==> src/rtl/alu4_pkg.sv <==
// Shared definitions for the alu4 issue wrapper.
// Holds the default operand and opcode widths, the issue FSM state encoding and a helper that
// gives the packed command width ({a, b, op}) stored in the command FIFO.
package alu4_pkg;

  localparam int unsigned DefDataW = 4;
  localparam int unsigned DefOpW   = 4;
  localparam int unsigned DefCmdW  = DefDataW * 2 + DefOpW;

  typedef enum logic [1:0] {
    StIdle  = 2'd0,
    StDrive = 2'd1,
    StHold  = 2'd2
  } state_e;

  function automatic int unsigned cmd_width(int unsigned data_w, int unsigned op_w);
    return data_w * 2 + op_w;
  endfunction

endpackage

==> src/rtl/alu4_cmd_fifo.sv <==
// Generic synchronous FIFO for the alu4 command stream.
// Ports:
//   clk_i, rst_i      clock, synchronous active-high reset
//   push_i, wdata_i   write request and data (ignored while full)
//   pop_i, rdata_o    read request (ignored while empty) and head-of-queue data
//   full_o, empty_o   status, both derived from the registered count
//   count_o           number of stored entries
module alu4_cmd_fifo #(
  parameter int unsigned Width = 12,
  parameter int unsigned Depth = 4
) (
  input  logic                   clk_i,
  input  logic                   rst_i,
  input  logic                   push_i,
  input  logic [Width-1:0]       wdata_i,
  input  logic                   pop_i,
  output logic [Width-1:0]       rdata_o,
  output logic                   full_o,
  output logic                   empty_o,
  output logic [$clog2(Depth):0] count_o
);

  localparam int unsigned PtrW = $clog2(Depth);
  localparam int unsigned CntW = PtrW + 1;

  logic [Width-1:0] mem_q [Depth];
  logic [PtrW-1:0]  wr_ptr_q, wr_ptr_d;
  logic [PtrW-1:0]  rd_ptr_q, rd_ptr_d;
  logic [CntW-1:0]  count_q, count_d;
  logic             push_ok, pop_ok;

  assign full_o  = (count_q == CntW'(Depth));
  assign empty_o = (count_q == '0);
  assign count_o = count_q;
  assign rdata_o = mem_q[rd_ptr_q];

  assign push_ok = push_i && !full_o;
  assign pop_ok  = pop_i && !empty_o;

  // Depth is a power of two, so pointer overflow is the modulo wrap.
  always_comb begin
    wr_ptr_d = wr_ptr_q;
    rd_ptr_d = rd_ptr_q;
    count_d  = count_q;
    if (push_ok) wr_ptr_d = wr_ptr_q + 1'b1;
    if (pop_ok)  rd_ptr_d = rd_ptr_q + 1'b1;
    unique case ({push_ok, pop_ok})
      2'b10:   count_d = count_q + 1'b1;
      2'b01:   count_d = count_q - 1'b1;
      default: count_d = count_q;
    endcase
  end

  always_ff @(posedge clk_i) begin
    if (rst_i) begin
      wr_ptr_q <= '0;
      rd_ptr_q <= '0;
      count_q  <= '0;
    end else begin
      wr_ptr_q <= wr_ptr_d;
      rd_ptr_q <= rd_ptr_d;
      count_q  <= count_d;
    end
  end

  // Storage needs no reset: entries are only read after being written.
  always_ff @(posedge clk_i) begin
    if (push_ok) mem_q[wr_ptr_q] <= wdata_i;
  end

endmodule

==> src/rtl/alu4_issue.sv <==
// Sequential front/back-end wrapper around the combinational alu4.
// Commands {a, b, op} are queued in a FIFO, presented one at a time on registered operand
// outputs, and the ALU's x/y are captured into a result register offered over valid/ready.
// Ports:
//   clk_i, rst_i                     clock, synchronous active-high reset
//   cmd_valid_i/cmd_ready_o          command handshake; cmd_a_i, cmd_b_i, cmd_op_i payload
//   alu_a_o, alu_b_o, alu_op_o       registered operands to alu4
//   alu_x_i, alu_y_i                 alu4 outputs
//   res_valid_o/res_ready_i          result handshake; res_x_o, res_y_o payload
//   res_tag_o                        8-bit result sequence tag (only with ALU4_ISSUE_TAG_EN)
//   busy_o                           FSM active or commands queued
// Optional feature macro: ALU4_ISSUE_TAG_EN.
module alu4_issue
  import alu4_pkg::*;
#(
  parameter int unsigned DATA_W = DefDataW,
  parameter int unsigned OP_W   = DefOpW,
  parameter int unsigned DEPTH  = 4
) (
  input  logic              clk_i,
  input  logic              rst_i,
  input  logic              cmd_valid_i,
  output logic              cmd_ready_o,
  input  logic [DATA_W-1:0] cmd_a_i,
  input  logic [DATA_W-1:0] cmd_b_i,
  input  logic [OP_W-1:0]   cmd_op_i,
  output logic [DATA_W-1:0] alu_a_o,
  output logic [DATA_W-1:0] alu_b_o,
  output logic [OP_W-1:0]   alu_op_o,
  input  logic [DATA_W-1:0] alu_x_i,
  input  logic [DATA_W-1:0] alu_y_i,
  output logic              res_valid_o,
  input  logic              res_ready_i,
  output logic [DATA_W-1:0] res_x_o,
  output logic [DATA_W-1:0] res_y_o,
`ifdef ALU4_ISSUE_TAG_EN
  output logic [7:0]        res_tag_o,
`endif
  output logic              busy_o
);

  localparam int unsigned CmdW = cmd_width(DATA_W, OP_W);

  state_e              state_q, state_d;
  logic [DATA_W-1:0]   alu_a_q, alu_a_d, alu_b_q, alu_b_d;
  logic [OP_W-1:0]     alu_op_q, alu_op_d;
  logic [DATA_W-1:0]   res_x_q, res_x_d, res_y_q, res_y_d;
  logic                res_valid_q, res_valid_d;

  logic                fifo_full, fifo_empty, fifo_pop;
  logic [CmdW-1:0]     fifo_rdata;
  logic [$clog2(DEPTH):0] fifo_count;
  logic [DATA_W-1:0]   head_a, head_b;
  logic [OP_W-1:0]     head_op;

  alu4_cmd_fifo #(
    .Width (CmdW),
    .Depth (DEPTH)
  ) u_cmd_fifo (
    .clk_i   (clk_i),
    .rst_i   (rst_i),
    .push_i  (cmd_valid_i),
    .wdata_i ({cmd_a_i, cmd_b_i, cmd_op_i}),
    .pop_i   (fifo_pop),
    .rdata_o (fifo_rdata),
    .full_o  (fifo_full),
    .empty_o (fifo_empty),
    .count_o (fifo_count)
  );

  assign {head_a, head_b, head_op} = fifo_rdata;

  // Ready comes from the registered count, so a full FIFO refuses even while it pops.
  assign cmd_ready_o = !fifo_full;

  // Pop only from IDLE, or from HOLD in the same edge the result is consumed.
  assign fifo_pop = !fifo_empty &&
                    ((state_q == StIdle) || ((state_q == StHold) && res_ready_i));

  always_comb begin
    state_d     = state_q;
    alu_a_d     = alu_a_q;
    alu_b_d     = alu_b_q;
    alu_op_d    = alu_op_q;
    res_x_d     = res_x_q;
    res_y_d     = res_y_q;
    res_valid_d = res_valid_q;
    unique case (state_q)
      StIdle: begin
        if (!fifo_empty) begin
          {alu_a_d, alu_b_d, alu_op_d} = {head_a, head_b, head_op};
          state_d = StDrive;
        end
      end
      StDrive: begin
        res_x_d     = alu_x_i;
        res_y_d     = alu_y_i;
        res_valid_d = 1'b1;
        state_d     = StHold;
      end
      StHold: begin
        if (res_ready_i) begin
          res_valid_d = 1'b0;
          if (!fifo_empty) begin
            {alu_a_d, alu_b_d, alu_op_d} = {head_a, head_b, head_op};
            state_d = StDrive;
          end else begin
            state_d = StIdle;
          end
        end
      end
      default: state_d = StIdle;
    endcase
  end

  always_ff @(posedge clk_i) begin
    if (rst_i) begin
      state_q     <= StIdle;
      alu_a_q     <= '0;
      alu_b_q     <= '0;
      alu_op_q    <= '0;
      res_x_q     <= '0;
      res_y_q     <= '0;
      res_valid_q <= 1'b0;
    end else begin
      state_q     <= state_d;
      alu_a_q     <= alu_a_d;
      alu_b_q     <= alu_b_d;
      alu_op_q    <= alu_op_d;
      res_x_q     <= res_x_d;
      res_y_q     <= res_y_d;
      res_valid_q <= res_valid_d;
    end
  end

`ifdef ALU4_ISSUE_TAG_EN
  logic [7:0] tag_cnt_q, tag_cnt_d, res_tag_q, res_tag_d;

  // The counter advances on each consumed result; DRIVE snapshots it with the data.
  always_comb begin
    tag_cnt_d = tag_cnt_q;
    res_tag_d = res_tag_q;
    if (res_valid_q && res_ready_i) tag_cnt_d = tag_cnt_q + 8'd1;
    if (state_q == StDrive)         res_tag_d = tag_cnt_q;
  end

  always_ff @(posedge clk_i) begin
    if (rst_i) begin
      tag_cnt_q <= '0;
      res_tag_q <= '0;
    end else begin
      tag_cnt_q <= tag_cnt_d;
      res_tag_q <= res_tag_d;
    end
  end

  assign res_tag_o = res_tag_q;
`endif

  assign alu_a_o     = alu_a_q;
  assign alu_b_o     = alu_b_q;
  assign alu_op_o    = alu_op_q;
  assign res_x_o     = res_x_q;
  assign res_y_o     = res_y_q;
  assign res_valid_o = res_valid_q;
  assign busy_o      = (state_q != StIdle) || (fifo_count != '0);

endmodule

==> config.mk <==
export PLATFORM = sky130hd
export DESIGN_NAME = alu4_issue
export DESIGN_NICKNAME = d
export VERILOG_FILES = /design/src/rtl/alu4_pkg.sv /design/src/rtl/alu4_cmd_fifo.sv /design/src/rtl/alu4_issue.sv
export SDC_FILE = /design/constraint.sdc
export NUM_CORES = 1
export LEC_CHECK = 0
export BUFFER_PORTS_ARGS = -buffer_cell sky130_fd_sc_hd__buf_2
export CORE_AREA = 2 2 80 82
export DETAILED_ROUTE_END_ITERATION = 12
export DIE_AREA = 0 0 82 84
export PLACE_DENSITY = 0.79
export SYNTH_ARGS = -nofsm -noshare
export SYNTH_HDL_FRONTEND = slang
export SYNTH_HIERARCHICAL = 1
export SYNTH_SLANG_ARGS = --single-unit
export TNS_END_PERCENT = 5
==> constraint.sdc <==
create_clock -name clk_i -period 3.4 [get_ports clk_i]
set_input_delay 0 -clock clk_i [delete_from_list [all_inputs] [get_ports clk_i]]
set_output_delay 0 -clock clk_i [all_outputs]
set_load 0.02 [all_outputs]
==> summary.md <==
The most heavily used metal layer in global routing is met2. The family of cells with the greatest summed delay on the critical path was adder cells. The flow ran to the end, and the final reports show no timing, DRC or antenna violations.

Global routing used 20.7% of the available met1 tracks. In the final design database the tool counted 319 nets. The largest single stage delay on the critical path is 450 ps. The first-pass detailed-route iteration total was 4; the aggregate routed wire length was 5.16 mm. The global-route wire length before repair came out at 8.41 mm. For the leakage power of the design, the log shows 1.50 nW. For the pin with the worst max-slew slack, the measured transition is 674 ps.

The capturing element type of the critical path was a flop. Post-CTS timing repair inserted 0 buffers for setup. The cell seen most often among critical-path stages was sky130_fd_sc_hd__inv_1. The Yosys step of the flow raised 6 warnings. For the post-synth design cell area, the log shows 3240 sq um. Routed via count: 1854.

Dividing the final minimum period by the clock period gives 76.1%. The number of ports placed on the die boundary was 47. The critical path buffer and inverter count is 3. The routed wire length per instance was 13.9 microns. The logs give 64.3% for the sequential share of the synthesized area and 249 for the number of nets in the synthesized netlist. The tool flagged a number of max-cap violations equal to 0.

The arrival time at the worst endpoint is 2860 ps, and the antenna diode count is 0. After floorplanning, the core was sized to cover 6100 sq um. The run gives 29 as the number of placement rows. The critical path goes through nor3_2 > a211oi_4 > buf_4 > o31ai_1 > inv_1 > ha_1 > inv_1 > fa_1 > xor2_1 > or3_1 > a21oi_1. Synthesis handed over a netlist of 219 instances. The worst clock skew on the final layout was 5.12 ps. Data on the critical path is required at its endpoint by 3670 ps.

For the number of antenna violations at the first check in global routing, the log shows 0. The run gives 386 MHz as the maximum clock rate. The TritonCTS buffer count came out at 9. Using the TritonRoute via totals, the vias-per-cell ratio works out to 5.00. By count the netlist is led by 48 x sky130_fd_sc_hd__edfxtp_1, 32 x sky130_fd_sc_hd__dfxtp_1, 18 x sky130_fd_sc_hd__nand2_1. The chip height is 84 microns.

For flop-to-flop paths, the worst setup slack is 810 ps. The most common cell in the synthesized netlist is sky130_fd_sc_hd__edfxtp_1. In the post-synthesis netlist, the biggest area contributors are sky130_fd_sc_hd__edfxtp_1 44%, sky130_fd_sc_hd__dfxtp_1 20%, sky130_fd_sc_hd__mux4_1 6.5%. The finished cells cover 3940 sq um. The logs give 0 for the quantity of gates resized following cts and 55.0% for the worst relative slew slack. Setup repair after global routing left no endpoint under its margin.

In this run the horizontal extent of the chip is 82 microns. Clock-pin slew was measured on the worst setup and hold paths at 80 ps. The run gives 0 as the total count of hold-check failures in the final report. In this run the worst path has a maximum fanout of 15. The residual overflow from global routing came out at 0. The tools report the cell at the root of the clock tree as sky130_fd_sc_hd__clkbuf_8.

The run gives 26.3% as the routing usage on met2. The number of buffer cells added on primary ports was 46. The number of cells in the design after placement is 334, and the sum of net half-perimeters after detailed placement is 3.26 mm. In the synthesized netlist the async set-or-reset flop fraction comes to 0%. The finished layout holds 371 standard cells, fillers aside.

For the total negative setup slack, the log shows 0 ps. For the initial DRC count, the log shows 98. The path type of the worst min-delay path was in2reg.

The number of synthesized register bits was 80; the clock latency reported for the late side of the worst-skew pair was 340 ps. The average cell area after synthesis works out to 14.8 sq um. The run gives 0 as the final count of pins violating max slew. In this run the power density over the cells is 736 nW/um^2. The synthesized design contains 48 enable-type register cells. In this run the most critical hold path is launched from cmd_valid_i.

The type of the worst setup path is reg2reg. The number of hold buffers added after CTS was 21. Setup violations remaining at the end of the flow were counted as 0. Worst-case vdd ir drop: 0.000471 V.

Kind of start point of the critical path: a flop. The most used flip-flop cell after synthesis was sky130_fd_sc_hd__edfxtp_1. The maximum level of the CTS H-tree was 3; the weighted congestion at the end of routability-driven global placement was 0.660. Cells with a size suffix above 1 make up 29.3% of the layout. Global routing used 5.52% of the available met3 tracks.

The unique cell type count in the Yosys netlist was 32; the number of nets with antenna violations after routing was 0. After synthesis, the largest area contributor takes up 44.5% of total cell area. For this run, design rule violations remaining after detail routing come to 0. After layout, the minimum clock period comes to 2590 ps. The tree built by TritonCTS fans out to 80 sinks. Critical path's slowest cell: sky130_fd_sc_hd__dfxtp_1. Relative to the synthesized area, the layout overhead comes to 21.6%. The global-route usage over all layers came out at 16.6%. Summed over all instances, the cell type with the most area after synthesis is sky130_fd_sc_hd__edfxtp_1. The maximum buffer depth of the clock tree was 2; the area of the die was 6890 sq um. The beginning of the critical path is u_cmd_fifo/count_o[1]$_SDFFE_PP0P_.

Entering global routing, the biggest net connects 45 pins. The tools report the via count of the first global-routing pass as 1863. TritonCTS built the clock tree. In this run the cell area measured after placement is 3510 sq um. The worst register-to-register path begins at u_cmd_fifo/count_o[1]$_SDFFE_PP0P_. Once the floorplan was initialized, standard cells occupied 53.1% of the core.
==> flip-flops by register name (all words and copies together), names as in the netlist, named ones only <==
name                 count
u_cmd_fifo/mem_q        48
state_q                  2
u_cmd_fifo/wr_ptr_q      2
res_valid_o              1
alu_a_o                  4
res_x_o                  4
alu_op_o                 4
alu_b_o                  4
u_cmd_fifo/count_o       3
res_y_o                  4
u_cmd_fifo/rd_ptr_q      2
==> worst register-to-register path: cells and delay by family, from the launching register on <==
kind | cells | cell delay, ps
flops | 1 | 450
buf+inv | 3 | 430
compound gates | 3 | 500
fa+ha+maj | 2 | 550
simple gates | 2 | 430
xor+xnor | 1 | 160
==> metal layers <==
layer,up-vias,share of wire [%]
li1,924,-
met1,876,45
met2,48,48
met3,6,5.5
met4,0,1.8
met5,-,0
==> cell usage in the layout, fill, tap and decap left out, drive strengths merged <==
master / instances
nor3: 2
buf: 47
fa: 1
nor2: 8
nor3b: 1
mux4: 12
dlygate4sd3: 21
edfxtp: 48
a211oi: 1
and2: 4
o21ai: 4
clkinv: 3
clkinvlp: 1
dfxtp: 32
or2b: 15
inv: 11
nand3b: 2
clkbuf: 9
nand2b: 12
xor2: 3
a21oi: 13
nor2b: 2
nand2: 18
ha: 5
o31ai: 1
mux2i: 13
bufinv: 2
or3: 3
==> metrics by stage <==
step / utilization [%] / total power (W) / setup WS, ps / hold slack (ps)
6_report: 64.6 / 0.00290 / 813 / 18.8
5_1_grt: 64.6 / 0.00307 / 629 / 35.1
4_1_cts: 64.6 / 0.00293 / 815 / 7.49
3_5_place_dp: 57.6 / 0.00215 / 837 / 216
3_3_place_gp: 57.6 / 0.00213 / 920 / 213
2_1_floorplan: - / 0.00196 / 987 / 98.9
==> final cells by class <==
type                       count  area (sq um)
clock buffer                   9           124
clock inverter                 7          95.1
fill                         434          2160
inverter                      10          37.5
multi-input combinational    120          1050
sequential                    80          2080
tap                           77          96.3
timing repair buffer          68           448
==> power breakdown <==
group	total (W)	switching, W	leakage, nW	internal [W]
clock network	0.000754	0.000340	0.110	0.000414
logic	0.000825	0.000461	0.691	0.000364
registers	0.00132	0.000108	0.702	0.00121
total	0.00290	0.000909	1.50	0.00199
==> logic make-up (layout without fill, tap and decap cells) <==
family	after synthesis	after routing	share of synthesized area (%)
flops	80	80	64.3
fa+ha+maj	6	6	2.55
xor+xnor	3	3	0.811
mux	25	25	13.3
buf+inv	19	94	3.17
simple gates	67	67	12.4
compound gates	19	19	3.48
==> final timing paths <==
path | endpoint | cells past startpoint
worst max-delay path | u_cmd_fifo/count_o[2]$_SDFFE_PP0P_ | 11
worst max register to register | u_cmd_fifo/count_o[2]$_SDFFE_PP0P_ | 11
worst min-delay path | u_cmd_fifo/wr_ptr_q[0]$_SDFFE_PP0P_ | 4
worst min register to register | res_y_o[2]$_SDFFE_PP0P_ | 2
No activity file was read; power rests on OpenSTA's default activity.
